==> config.mk <==
export PLATFORM = sky130hd
export DESIGN_NAME = uart_tx_fifo
export DESIGN_NICKNAME = d
export VERILOG_FILES = /design/src/rtl/uart_pkg.sv /design/src/rtl/sync_fifo.sv /design/src/rtl/uart_tx_fifo.sv
export SDC_FILE = /design/constraint.sdc
export NUM_CORES = 1
export LEC_CHECK = 0
export ABC_AREA = 1
export BUFFER_PORTS_ARGS = -buffer_cell sky130_fd_sc_hd__buf_2
export CELL_PAD_IN_SITES_DETAIL_PLACEMENT = 1
export CELL_PAD_IN_SITES_GLOBAL_PLACEMENT = 1
export CORE_AREA = 2 2 145 217
export DETAILED_ROUTE_END_ITERATION = 10
export DIE_AREA = 0 0 147 219
export PLACE_DENSITY_LB_ADDON = 0.2
export SLEW_MARGIN = 20
export SYNTH_ARGS = -nofsm -noshare
export SYNTH_HDL_FRONTEND = slang
export SYNTH_SLANG_ARGS = --single-unit
==> constraint.sdc <==
create_clock -name clk -period 2.6 [get_ports clk]
set_input_delay 0.39 -clock clk [delete_from_list [all_inputs] [get_ports clk]]
set_output_delay 0.39 -clock clk [all_outputs]
set_load 0.02 [all_outputs]
==> src/rtl/uart_pkg.sv <==
// Shared UART definitions: default timing, frame geometry and framer state encoding.
// Used by both the transmit path and the receiver side.
package uart_pkg;

  localparam int unsigned DEFAULT_CLKS_PER_BIT = 434;
  localparam int unsigned FRAME_BITS           = 10;
  localparam int unsigned DATA_BITS            = 8;

  typedef enum logic [1:0] {
    IDLE  = 2'd0,
    START = 2'd1,
    DATA  = 2'd2,
    STOP  = 2'd3
  } uart_state_t;

endpackage

==> src/rtl/sync_fifo.sv <==
// Single-clock first-word-fall-through FIFO with fill level; DEPTH must be a power of two.
// Pushes while full and pops while empty are ignored.
module sync_fifo #(
  parameter int unsigned WIDTH   = 8,
  parameter int unsigned DEPTH   = 16,
  parameter int unsigned LEVEL_W = $clog2(DEPTH) + 1
) (
  input  logic               clk,
  input  logic               rst,
  input  logic               push,
  input  logic [WIDTH-1:0]   push_data,
  input  logic               pop,
  output logic [WIDTH-1:0]   pop_data,
  output logic               full,
  output logic               empty,
  output logic [LEVEL_W-1:0] level
);

  localparam int unsigned AW = $clog2(DEPTH);

  logic [WIDTH-1:0] mem [DEPTH];
  logic [AW-1:0]    wr_ptr;
  logic [AW-1:0]    rd_ptr;
  logic             do_push;
  logic             do_pop;

  assign full     = (level == LEVEL_W'(DEPTH));
  assign empty    = (level == '0);
  assign do_push  = push && !full;
  assign do_pop   = pop && !empty;
  assign pop_data = mem[rd_ptr];

  always_ff @(posedge clk) begin
    if (do_push) begin
      mem[wr_ptr] <= push_data;
    end
  end

  always_ff @(posedge clk) begin
    if (rst) begin
      wr_ptr <= '0;
      rd_ptr <= '0;
      level  <= '0;
    end else begin
      if (do_push) begin
        wr_ptr <= wr_ptr + 1'b1;
      end
      if (do_pop) begin
        rd_ptr <= rd_ptr + 1'b1;
      end
      unique case ({do_push, do_pop})
        2'b10:   level <= level + 1'b1;
        2'b01:   level <= level - 1'b1;
        default: level <= level;
      endcase
    end
  end

endmodule

==> src/rtl/uart_tx_fifo.sv <==
// Buffered 8N1 UART transmitter: byte FIFO drained by a serial framer onto a registered tx line.
// Back-to-back frames reload straight from STOP into START with no idle gap.
module uart_tx_fifo
  import uart_pkg::*;
#(
  parameter int unsigned CLKS_PER_BIT = DEFAULT_CLKS_PER_BIT,
  parameter int unsigned FIFO_DEPTH   = 16,
  parameter int unsigned LEVEL_W      = $clog2(FIFO_DEPTH) + 1
) (
  input  logic               clk,
  input  logic               rst,
  input  logic               wr_valid,
  input  logic [7:0]         wr_data,
  output logic               wr_ready,
  output logic               tx,
  output logic               busy,
  output logic [LEVEL_W-1:0] fifo_level
);

  localparam int unsigned      CNT_W    = $clog2(CLKS_PER_BIT);
  localparam logic [CNT_W-1:0] CNT_LAST = CNT_W'(CLKS_PER_BIT - 1);
  localparam logic [2:0]       BIT_LAST = 3'(DATA_BITS - 1);

  uart_state_t      state, state_n;
  logic [CNT_W-1:0] cnt, cnt_n;
  logic [2:0]       bit_idx, bit_idx_n;
  logic [7:0]       shift, shift_n;
  logic             tx_n;
  logic             pop;
  logic [7:0]       head;
  logic             full;
  logic             empty;
  logic             terminal;

  sync_fifo #(
    .WIDTH   (8),
    .DEPTH   (FIFO_DEPTH),
    .LEVEL_W (LEVEL_W)
  ) u_fifo (
    .clk       (clk),
    .rst       (rst),
    .push      (wr_valid),
    .push_data (wr_data),
    .pop       (pop),
    .pop_data  (head),
    .full      (full),
    .empty     (empty),
    .level     (fifo_level)
  );

  assign wr_ready = !full;
  assign busy     = (state != IDLE) || (fifo_level != '0);
  assign terminal = (cnt == CNT_LAST);

  always_ff @(posedge clk) begin
    if (rst) begin
      state   <= IDLE;
      cnt     <= '0;
      bit_idx <= '0;
      shift   <= '0;
      tx      <= 1'b1;
    end else begin
      state   <= state_n;
      cnt     <= cnt_n;
      bit_idx <= bit_idx_n;
      shift   <= shift_n;
      tx      <= tx_n;
    end
  end

  // tx is computed one edge ahead so the line itself comes straight from a flop.
  always_comb begin
    state_n   = state;
    cnt_n     = terminal ? '0 : cnt + 1'b1;
    bit_idx_n = bit_idx;
    shift_n   = shift;
    tx_n      = tx;
    pop       = 1'b0;
    unique case (state)
      IDLE: begin
        cnt_n = '0;
        tx_n  = 1'b1;
        if (!empty) begin
          pop     = 1'b1;
          shift_n = head;
          tx_n    = 1'b0;
          state_n = START;
        end
      end
      START: begin
        if (terminal) begin
          tx_n      = shift[0];
          bit_idx_n = '0;
          state_n   = DATA;
        end
      end
      DATA: begin
        if (terminal) begin
          if (bit_idx != BIT_LAST) begin
            shift_n   = shift >> 1;
            tx_n      = shift[1];
            bit_idx_n = bit_idx + 1'b1;
          end else begin
            tx_n    = 1'b1;
            state_n = STOP;
          end
        end
      end
      STOP: begin
        if (terminal) begin
          if (!empty) begin
            pop     = 1'b1;
            shift_n = head;
            tx_n    = 1'b0;
            state_n = START;
          end else begin
            state_n = IDLE;
          end
        end
      end
      default: state_n = IDLE;
    endcase
  end

endmodule

Word-level counts from Yosys, hierarchy flattened. Memories as Yosys holds them, arrays and structs flattened. A register that Yosys moved wholly into a read port is not among the register bits. Cells that the tools add are included.

Input bits: 11. Bits in registers: 36. Bits in writable memories: 128. Memories: 1. Output and inout port bits: 8.

Memories: u_fifo.mem (depth 16, width 8, rd ports 1, clocked after memory_dff 1, write ports 1, RTL line sync_fifo.sv:21) `logic [WIDTH-1:0] mem [DEPTH];`.

Reductions and logical operators: 17. Multiplexer cells: 31. Equality and inequality tests: 15. Add/subtract/negate cells: 6.

Operators with widths (number): 8-bit 2-to-1 mux (4); 8-bit case mux with 3 select lines (1); 2-bit != test, second input constant (7); 4-bit AND reduction (3); 1-bit 2-to-1 mux (11); 2-bit 2-to-1 mux (5); 5-bit case mux with 2 select lines (1); 9-bit by 1-bit adder with 9-bit output, second input constant (1); 9-bit equality test, second input constant (1); 3-bit 2-to-1 mux (3); 4-bit by 1-bit adder with 4-bit output, second input constant (2); 4-bit 2-to-1 mux (2); 2-bit case mux with 4 select lines (1); 2-bit equality test, second input constant (3); 3-bit case mux with 2 select lines (1); 2-bit nonzero test (3); 5-bit by 1-bit adder with 5-bit output, second input constant (1); 5-bit equality test, second input constant (1); 5-bit logical NOT (1); 5-bit AND reduction (1); 5-bit nonzero test (1); 5-bit by 1-bit subtractor with 5-bit output, second input constant (1); 2-bit by 1-bit equality test with 1-bit output, second input constant (2); 1-bit case mux with 4 select lines (1); other kinds (9) (11).

Depth between registers and ports, before layout. Gate-level depths: netlist of run 1.

Depth after elaboration: 7. Gate-level depth with buffers: 20.

Hierarchy. A second synthesis of run 1 with hierarchy kept.

Cells, all modules: 660. Area, all modules: 7503.4 um^2.

By module, submodules not included: sync_fifo (instances 1, cells an instance 477, area an instance 6092.1 um^2); uart_tx_fifo (instances 1, cells an instance 183, area an instance 1411.4 um^2).

Worst setup path before layout of run 1. No wires, ideal clock.

Path kind: register to register. Start point: register state[0]. End point: register u_fifo.level[4]. Clock period less this slack: 2451 ps. Cell stages (with the launch flop): 20. Arrival: 2338 ps. Setup slack: 149 ps. Data required time: 2487 ps. Buffers on the path: 0. Setup time: 113 ps. Cells stage by stage: dfxtp_1 inv_1 ha_1 inv_1 nand2_1 inv_1 nand3_1 inv_1 ha_1 xor2_1 ha_1 inv_1 nand2_1 nand2_1 nor2_1 a21oi_1 o21ai_0 nand2_1 nand2_1 nor2_1.

Longest elaborated chain between the ends: 5. Elaborated cells on any way between the ends: 8. Classes of those cells: 3 x eq/ne; 2 x mux; 3 x reduce/logical.

Ends and longest elaborated chain: start: declaration (RTL line uart_tx_fifo.sv:24) `uart_state_t state, state_n;`; start signal: assignment (RTL line uart_tx_fifo.sv:63) `state <= state_n;`; 2-bit equality test / 2-bit logical NOT (equally long branches) (RTL line uart_tx_fifo.sv:79) `unique case (state)`; 1-bit case mux with 2 select lines (*) (RTL line uart_tx_fifo.sv:79); 1-bit logical AND (*) (RTL line sync_fifo.sv:30) `assign do_pop = pop && !empty;`; 2-bit by 1-bit equality test with 1-bit output / 2-bit equality test (equally long branches) (RTL line sync_fifo.sv:51) `unique case ({do_push, do_pop})`; 5-bit case mux with 2 select lines / 2-bit nonzero test (equally long branches); end signal: assignment (RTL line sync_fifo.sv:52) `2'b10: level <= level + 1'b1;`; end signal: assignment (RTL line sync_fifo.sv:53) `2'b01: level <= level - 1'b1;`; end signal: assignment (RTL line sync_fifo.sv:54) `default: level <= level;`; end: declaration (RTL line sync_fifo.sv:16) `output logic [LEVEL_W-1:0] level`.

Every way passes the cells marked *; elsewhere a longest branch is shown, timed or not. A chain may end at the register's enable or synchronous reset.

Final worst setup path of run 1.
Start point: register state[1]. End point: register u_fifo.level[4].

Same word-level chain as after synthesis.

==> results of run 1 <==
[flip-flops by register name, summed over array words and instances (netlist names), named ones only]
register	cells
cnt	9
u_fifo.rd_ptr	4
u_fifo.mem	128
bit_idx	3
shift	8
u_fifo.wr_ptr	4
u_fifo.level	5
state	2
tx	1
[where the power goes]
group          switching, mW  internal, mW  leakage [nW]
sequential             0.104          3.05          1.48
clock                   1.03          1.29         0.246
combinational           1.78         0.860          1.79
[worst paths after layout]
| path | start | to | slack [ns] | cells after the start |
|---|---|---|---|---|
| hold reg to reg | cnt[0]$_SDFF_PP0_ | cnt[0]$_SDFF_PP0_ | 0.43 | 1 |
| hold / removal | rst | shift[0]$_SDFFE_PP0P_ | 0.36 | 2 |
| setup / recovery | state[1]$_SDFFE_PP0P_ | u_fifo.level[4]$_SDFFE_PP0P_ | 0.30 | 19 |
| setup reg to reg | state[1]$_SDFFE_PP0P_ | u_fifo.level[4]$_SDFFE_PP0P_ | 0.30 | 19 |
[logic make-up (layout without fill, tap and decap cells)]
group | after synthesis | count (layout) | synth area share [%]
DFF | 168 | 168 | 62.3
buffers and inverters | 123 | 180 | 6.63
AOI/OAI and AO/OA | 70 | 70 | 5.44
xor gates and xnor gates | 4 | 4 | 0.470
adders and majority gates | 18 | 18 | 3.02
and+or+nand+nor | 393 | 393 | 22.2
[cells in the mapped netlist, types with 2 or more instances]
master / instances
o211ai_1: 7
nand4_1: 6
clkbuf_1: 13
inv_1: 90
a21oi_2: 3
nand3_1: 91
buf_4: 3
ha_1: 18
dfxtp_1: 40
xor2_1: 2
o21ai_0: 29
nor3b_1: 3
nor2_1: 68
xnor2_1: 2
or2_2: 3
edfxtp_1: 128
nor2_2: 3
nand2_1: 214
nand2_2: 2
a21oi_1: 25
inv_2: 4
buf_2: 11
[routing by layer]
layer | global-route usage (%) | routed length [um]
met5 | 0 | 0
met2 | 24.4 | 10800
met4 | 5.13 | 389
met3 | 2.60 | 512
met1 | 15.2 | 8450
[critical path: stages (launching register included)]
cell and delay, ns:
dfxtp_4 0.37, inv_2 0.06, ha_1 0.27, inv_1 0.07
nand2_1 0.05, inv_1 0.07, nand3_2 0.08, inv_2 0.08
ha_4 0.14, xor2_2 0.17, ha_2 0.18, inv_1 0.04
nand2_2 0.07, nand2_1 0.06, nor2_2 0.13, a21oi_1 0.07
o21ai_1 0.11, nand2_1 0.07, nand2_1 0.06, nor2_1 0.03
[cell type report]
cell class / instances / share of cell area, %
clock buffers: 20 / 4.98
repair buffers: 54 / 4.53
clock inverters: 12 / 0.969
multi-input cells: 485 / 26.8
inverters: 94 / 4.02
well taps: 400 / 5.70
flip-flops and latches: 168 / 53.0
==> results.toml, run 1 <==
[synthesis]
yosysUniqueCellTypes = 33
synth_nets = 805
avgSynthCellArea_um2 = 9.61
ys_ff_latch = 168
synth_seq_area_share_pct = 62.3
synthTopCellsByArea = "edfxtp_1 52%, nand2_1 11%, dfxtp_1 11%"
synth-edff-count = 128
synth_top_area_share_pct = 51.5
async_flop_share_pct = 0
yosysTopAreaCell = "edfxtp_1"
synth-main-ff-cell = "edfxtp_1"
yosysWarnings = 0
syn-instance-count = 776
synthesis.area_um2 = 7460

[critical_path]
critical_path_class = "register to register"
cp.arrival_ns = 2.64
cp_max_fo = 5
startpoint_type = "register"
required_ns = 2.93
endpoint_kind = "register"

[final_layout]
diodes = 0
utilization_pct = 29.0
layout_commonest_cell = "nand2_1"
multi_input_area_um2 = 2350
area_delta_synth_final_pct = 17.7
fillers = 3513
final_cell_mix = "213 x nand2_1, 128 x edfxtp_1, 90 x nand3_1, 88 x inv_1, 67 x nor2_1"
final_nets = 849
drive_above_1_share_pct = 13.2
fin_area_um2 = 8780
fin_cells = 1233
seqCellArea_um2 = 4650

[sta]
slew_headroom_pct = 60.1
hold_viol = 0
setup_tns_ns = 0
setup_ws_ns = 0.295
finalClockSkew_ns = 0.00909
fin_crit_ns = 2.30
fin_hold_ws_ns = 0.357
fin_crit_sh_pct = 88.7
max_slew.worst_pin.slew_ns = 0.597
fmax_mhz = 434
rsz0062_at_grt = "false"
setup_viol = 0
slew_violations = 0

[min_path]
min_path_type = "input pin to register"

[grt]
antenna_found_initial = 0
grt_pass1_vias = 5488
grt.overflow.total = 0
grt_start_max_net_pins = 72
grtUsageTotal_pct = 13.3
grt_pass1_wl_um = 31700

[place]
routabilityCongestion = 0.747
place_inst = 1201
numPortBuffers = 18
dp_slack_ns = 0.0408
hpwl_um = 13700
placedInstanceArea_um2 = 8220

[clock_tree]
cts-root-buf = "clkbuf_16"
clkLatencyLatePin_ns = 0.44
ctsLongestPathBuffers = 2
cts_buffers = 17
cts_resized = 0
clk_transition_reported_paths_ns = 0.06
hold_buffers = 0
cts.sinks = 168
htreeDepth = 4
cts_setup_buffers = 0
cts_tree = "built"

[detailed_routing]
wire_per_inst_um = 16.4
totalWireLength_um = 20200
detail_route.iter0.violations = 259
first_pass_iters = 4
ant_nets = 0
dr_total_vias = 5287
drcViolationCount = 0
via_per_inst = 4.29

[floorplan]
die_x_um = 147
die_h_um = 219
row_count = 78
start_util_pct = 24.6
core_um2 = 30300
ios = 19
dieArea_um2 = 32200

[status]
status = "complete, no violations"

[pwr]
leakagePower_nw = 3.52
peakVddDrop_mv = 0.434
power.total_mw = 8.11
powerDensity_nw_per_um2 = 924

[job]
max-cap-violations = 0
Note: power is estimated with default switching activity, not from simulation.
==> inputs of run 2 (changes only) <==
--- a/config.mk
+++ b/config.mk
@@ -6,12 +6,12 @@
 export NUM_CORES = 1
 export LEC_CHECK = 0
 export ABC_AREA = 1
-export BUFFER_PORTS_ARGS = -buffer_cell sky130_fd_sc_hd__buf_2
 export CELL_PAD_IN_SITES_DETAIL_PLACEMENT = 1
 export CELL_PAD_IN_SITES_GLOBAL_PLACEMENT = 1
 export CORE_AREA = 2 2 145 217
 export DETAILED_ROUTE_END_ITERATION = 10
 export DIE_AREA = 0 0 147 219
+export DONT_BUFFER_PORTS = 1
 export PLACE_DENSITY_LB_ADDON = 0.2
 export SLEW_MARGIN = 20
 export SYNTH_ARGS = -nofsm -noshare
==> run 2 against run 1 <==
Compared with the run above: clock skew shrank 0.0013 ns; hold slack lost 0.33 ns; global-route usage grew 0.098 points; first-iteration DRC count shrank 17%; clock-buffer cell count is the same; utilization shrank 0.34 points; combinational power shrank 5%; total power shrank 2.7%; clock power shrank 4%; critical path depth is the same; flip-flop and latch count is the same; critical endpoint unchanged; largest cell class unchanged; highest routed layer unchanged.
==> results.toml, run 2 (synthesized netlist as in run 1, its figures left out) <==
[pwr]
power.total_mw = 7.89
peakVddDrop_mv = 0.458
leakagePower_nw = 3.45
swShare_pct = 35.8
powerDensity_nw_per_um2 = 909
p_clk_share_pct = 28.1
p_seq_share_pct = 39.9
comb_power_share_pct = 32.0
power.internal_mw = 5.06
p_sw_mw = 2.83

[final_layout]
top_register = "u_fifo.mem"
final_cell_mix = "214 x nand2_1, 128 x edfxtp_1, 91 x nand3_1, 89 x inv_1, 67 x nor2_1"
fin_area_um2 = 8670
final_nets = 835
largest_reg_flops = 128
fillers = 3526
seqCellArea_um2 = 4650
area_delta_synth_final_pct = 16.3
multi_input_area_um2 = 2350
layout_commonest_cell = "nand2_1"
diodes = 0
reg.largest.list = "u_fifo.mem (128), cnt (9), shift (8)"
fin_cells = 1217
drive_above_1_share_pct = 11.1
utilization_pct = 28.7

[detailed_routing]
detail_route.iter0.violations = 216
drcViolationCount = 0
first_pass_iters = 4
dr_total_vias = 5281
via_per_inst = 4.34
ant_nets = 0
totalWireLength_um = 20500
wire_per_inst_um = 16.9

[sta]
slew_violations = 0
fmax_mhz = 433
finalClockSkew_ns = 0.00776
hold_viol = 0
setup_tns_ns = 0
setup_viol = 0
fin_crit_ns = 2.31
fin_crit_sh_pct = 88.9
rsz0062_at_grt = "false"
slew_headroom_pct = 53.9
setup_ws_ns = 0.288
fin_hold_ws_ns = 0.0239
max_slew.worst_pin.slew_ns = 0.691

[clock_tree]
cts_buffers = 17
clk_transition_reported_paths_ns = 0.06
ctsLongestPathBuffers = 2
htreeDepth = 4
clkLatencyLatePin_ns = 0.43
cts_tree = "built"
cts.sinks = 168
cts-root-buf = "clkbuf_16"

[critical_path]
r2r-start = "state[1]$_SDFFE_PP0P_"
cp_max_fo = 5
required_ns = 2.92
startpoint = "state[1]$_SDFFE_PP0P_"
startpoint_type = "register"
critical_path_class = "register to register"
endpoint_kind = "register"
cp.arrival_ns = 2.64

[job]
max-cap-violations = 0

[grt]
grtUsageTotal_pct = 13.4
antenna_found_initial = 0
grt_start_max_net_pins = 48
grt_pass1_vias = 5515
grt_pass1_wl_um = 32000
grt.overflow.total = 0

[place]
routabilityCongestion = 0.767
placedInstanceArea_um2 = 8140
numPortBuffers = 0
dp_slack_ns = 0.0958
hpwl_um = 13600
place_inst = 1186

[min_path]
hp-start = "rst"
min_path_type = "input pin to register"

[floorplan]
die_h_um = 219
start_util_pct = 24.6
ios = 19
die_x_um = 147
core_um2 = 30300
row_count = 78
dieArea_um2 = 32200

[status]
status = "complete, no violations"
run 2: changes by cell type in the layout (fill, tap and decap cells not counted), sizes merged:
cell / delta
clkinv: -1
buf: -15
bufinv: -1
dlygate4sd3: +1
run 2: power by group through the flow:
stage | clock network, mW | logic, mW | registers (mW)
after floorplan | 0 | 1.70 | 3.22
after global placement | 0 | 2.57 | 3.20
after detailed placement | 0 | 2.58 | 3.20
after CTS | 2.29 | 2.59 | 3.14
after global routing | 2.40 | 2.90 | 3.16
final | 2.22 | 2.52 | 3.14
run 2: final timing paths:
path                                                     end  slack, ns  cells past startpoint
worst max-delay path            u_fifo.level[4]$_SDFFE_PP0P_       0.29                     19
worst min-delay path                   shift[2]$_SDFFE_PP0P_       0.02                      1
worst min register to register             cnt[0]$_SDFF_PP0_       0.44                      1
worst max register to register  u_fifo.level[4]$_SDFFE_PP0P_       0.29                     19
run 2: worst max-delay path: stages, from the launching register on:
cell	delay (ns)
dfxtp_2	0.36
inv_1	0.09
ha_1	0.27
inv_1	0.07
nand2_1	0.05
inv_1	0.05
nand3_1	0.12
inv_2	0.10
ha_4	0.14
xor2_2	0.16
ha_1	0.16
inv_1	0.03
nand2_1	0.09
nand2_1	0.07
nor2_2	0.10
a21oi_1	0.07
o21ai_1	0.10
nand2_1	0.07
nand2_1	0.06
nor2_1	0.03
run 2: what timing repair did:
action,in CTS,in global routing
hold endpoints to repair,3,0
hold buffers,1,0
setup endpoints to repair,0,2
buffers inserted,0,0
gates resized for setup,0,10
run 2: metal layers:
metal  share of wire [%]  global-route usage, %
met1                  41                   14.7
met2                  55                   25.8
met3                 2.0                   2.14
met4                 1.9                   4.74
met5                   0                      0
run 2: final cells by class:
class | instances | area share [%]
Inverter | 94 | 4.07
Clock inverter | 10 | 0.678
Timing Repair Buffer | 40 | 3.78
Clock buffer | 20 | 5.03
Sequential cell | 168 | 53.6
Multi-Input combinational cell | 485 | 27.1
Tap cell | 400 | 5.77
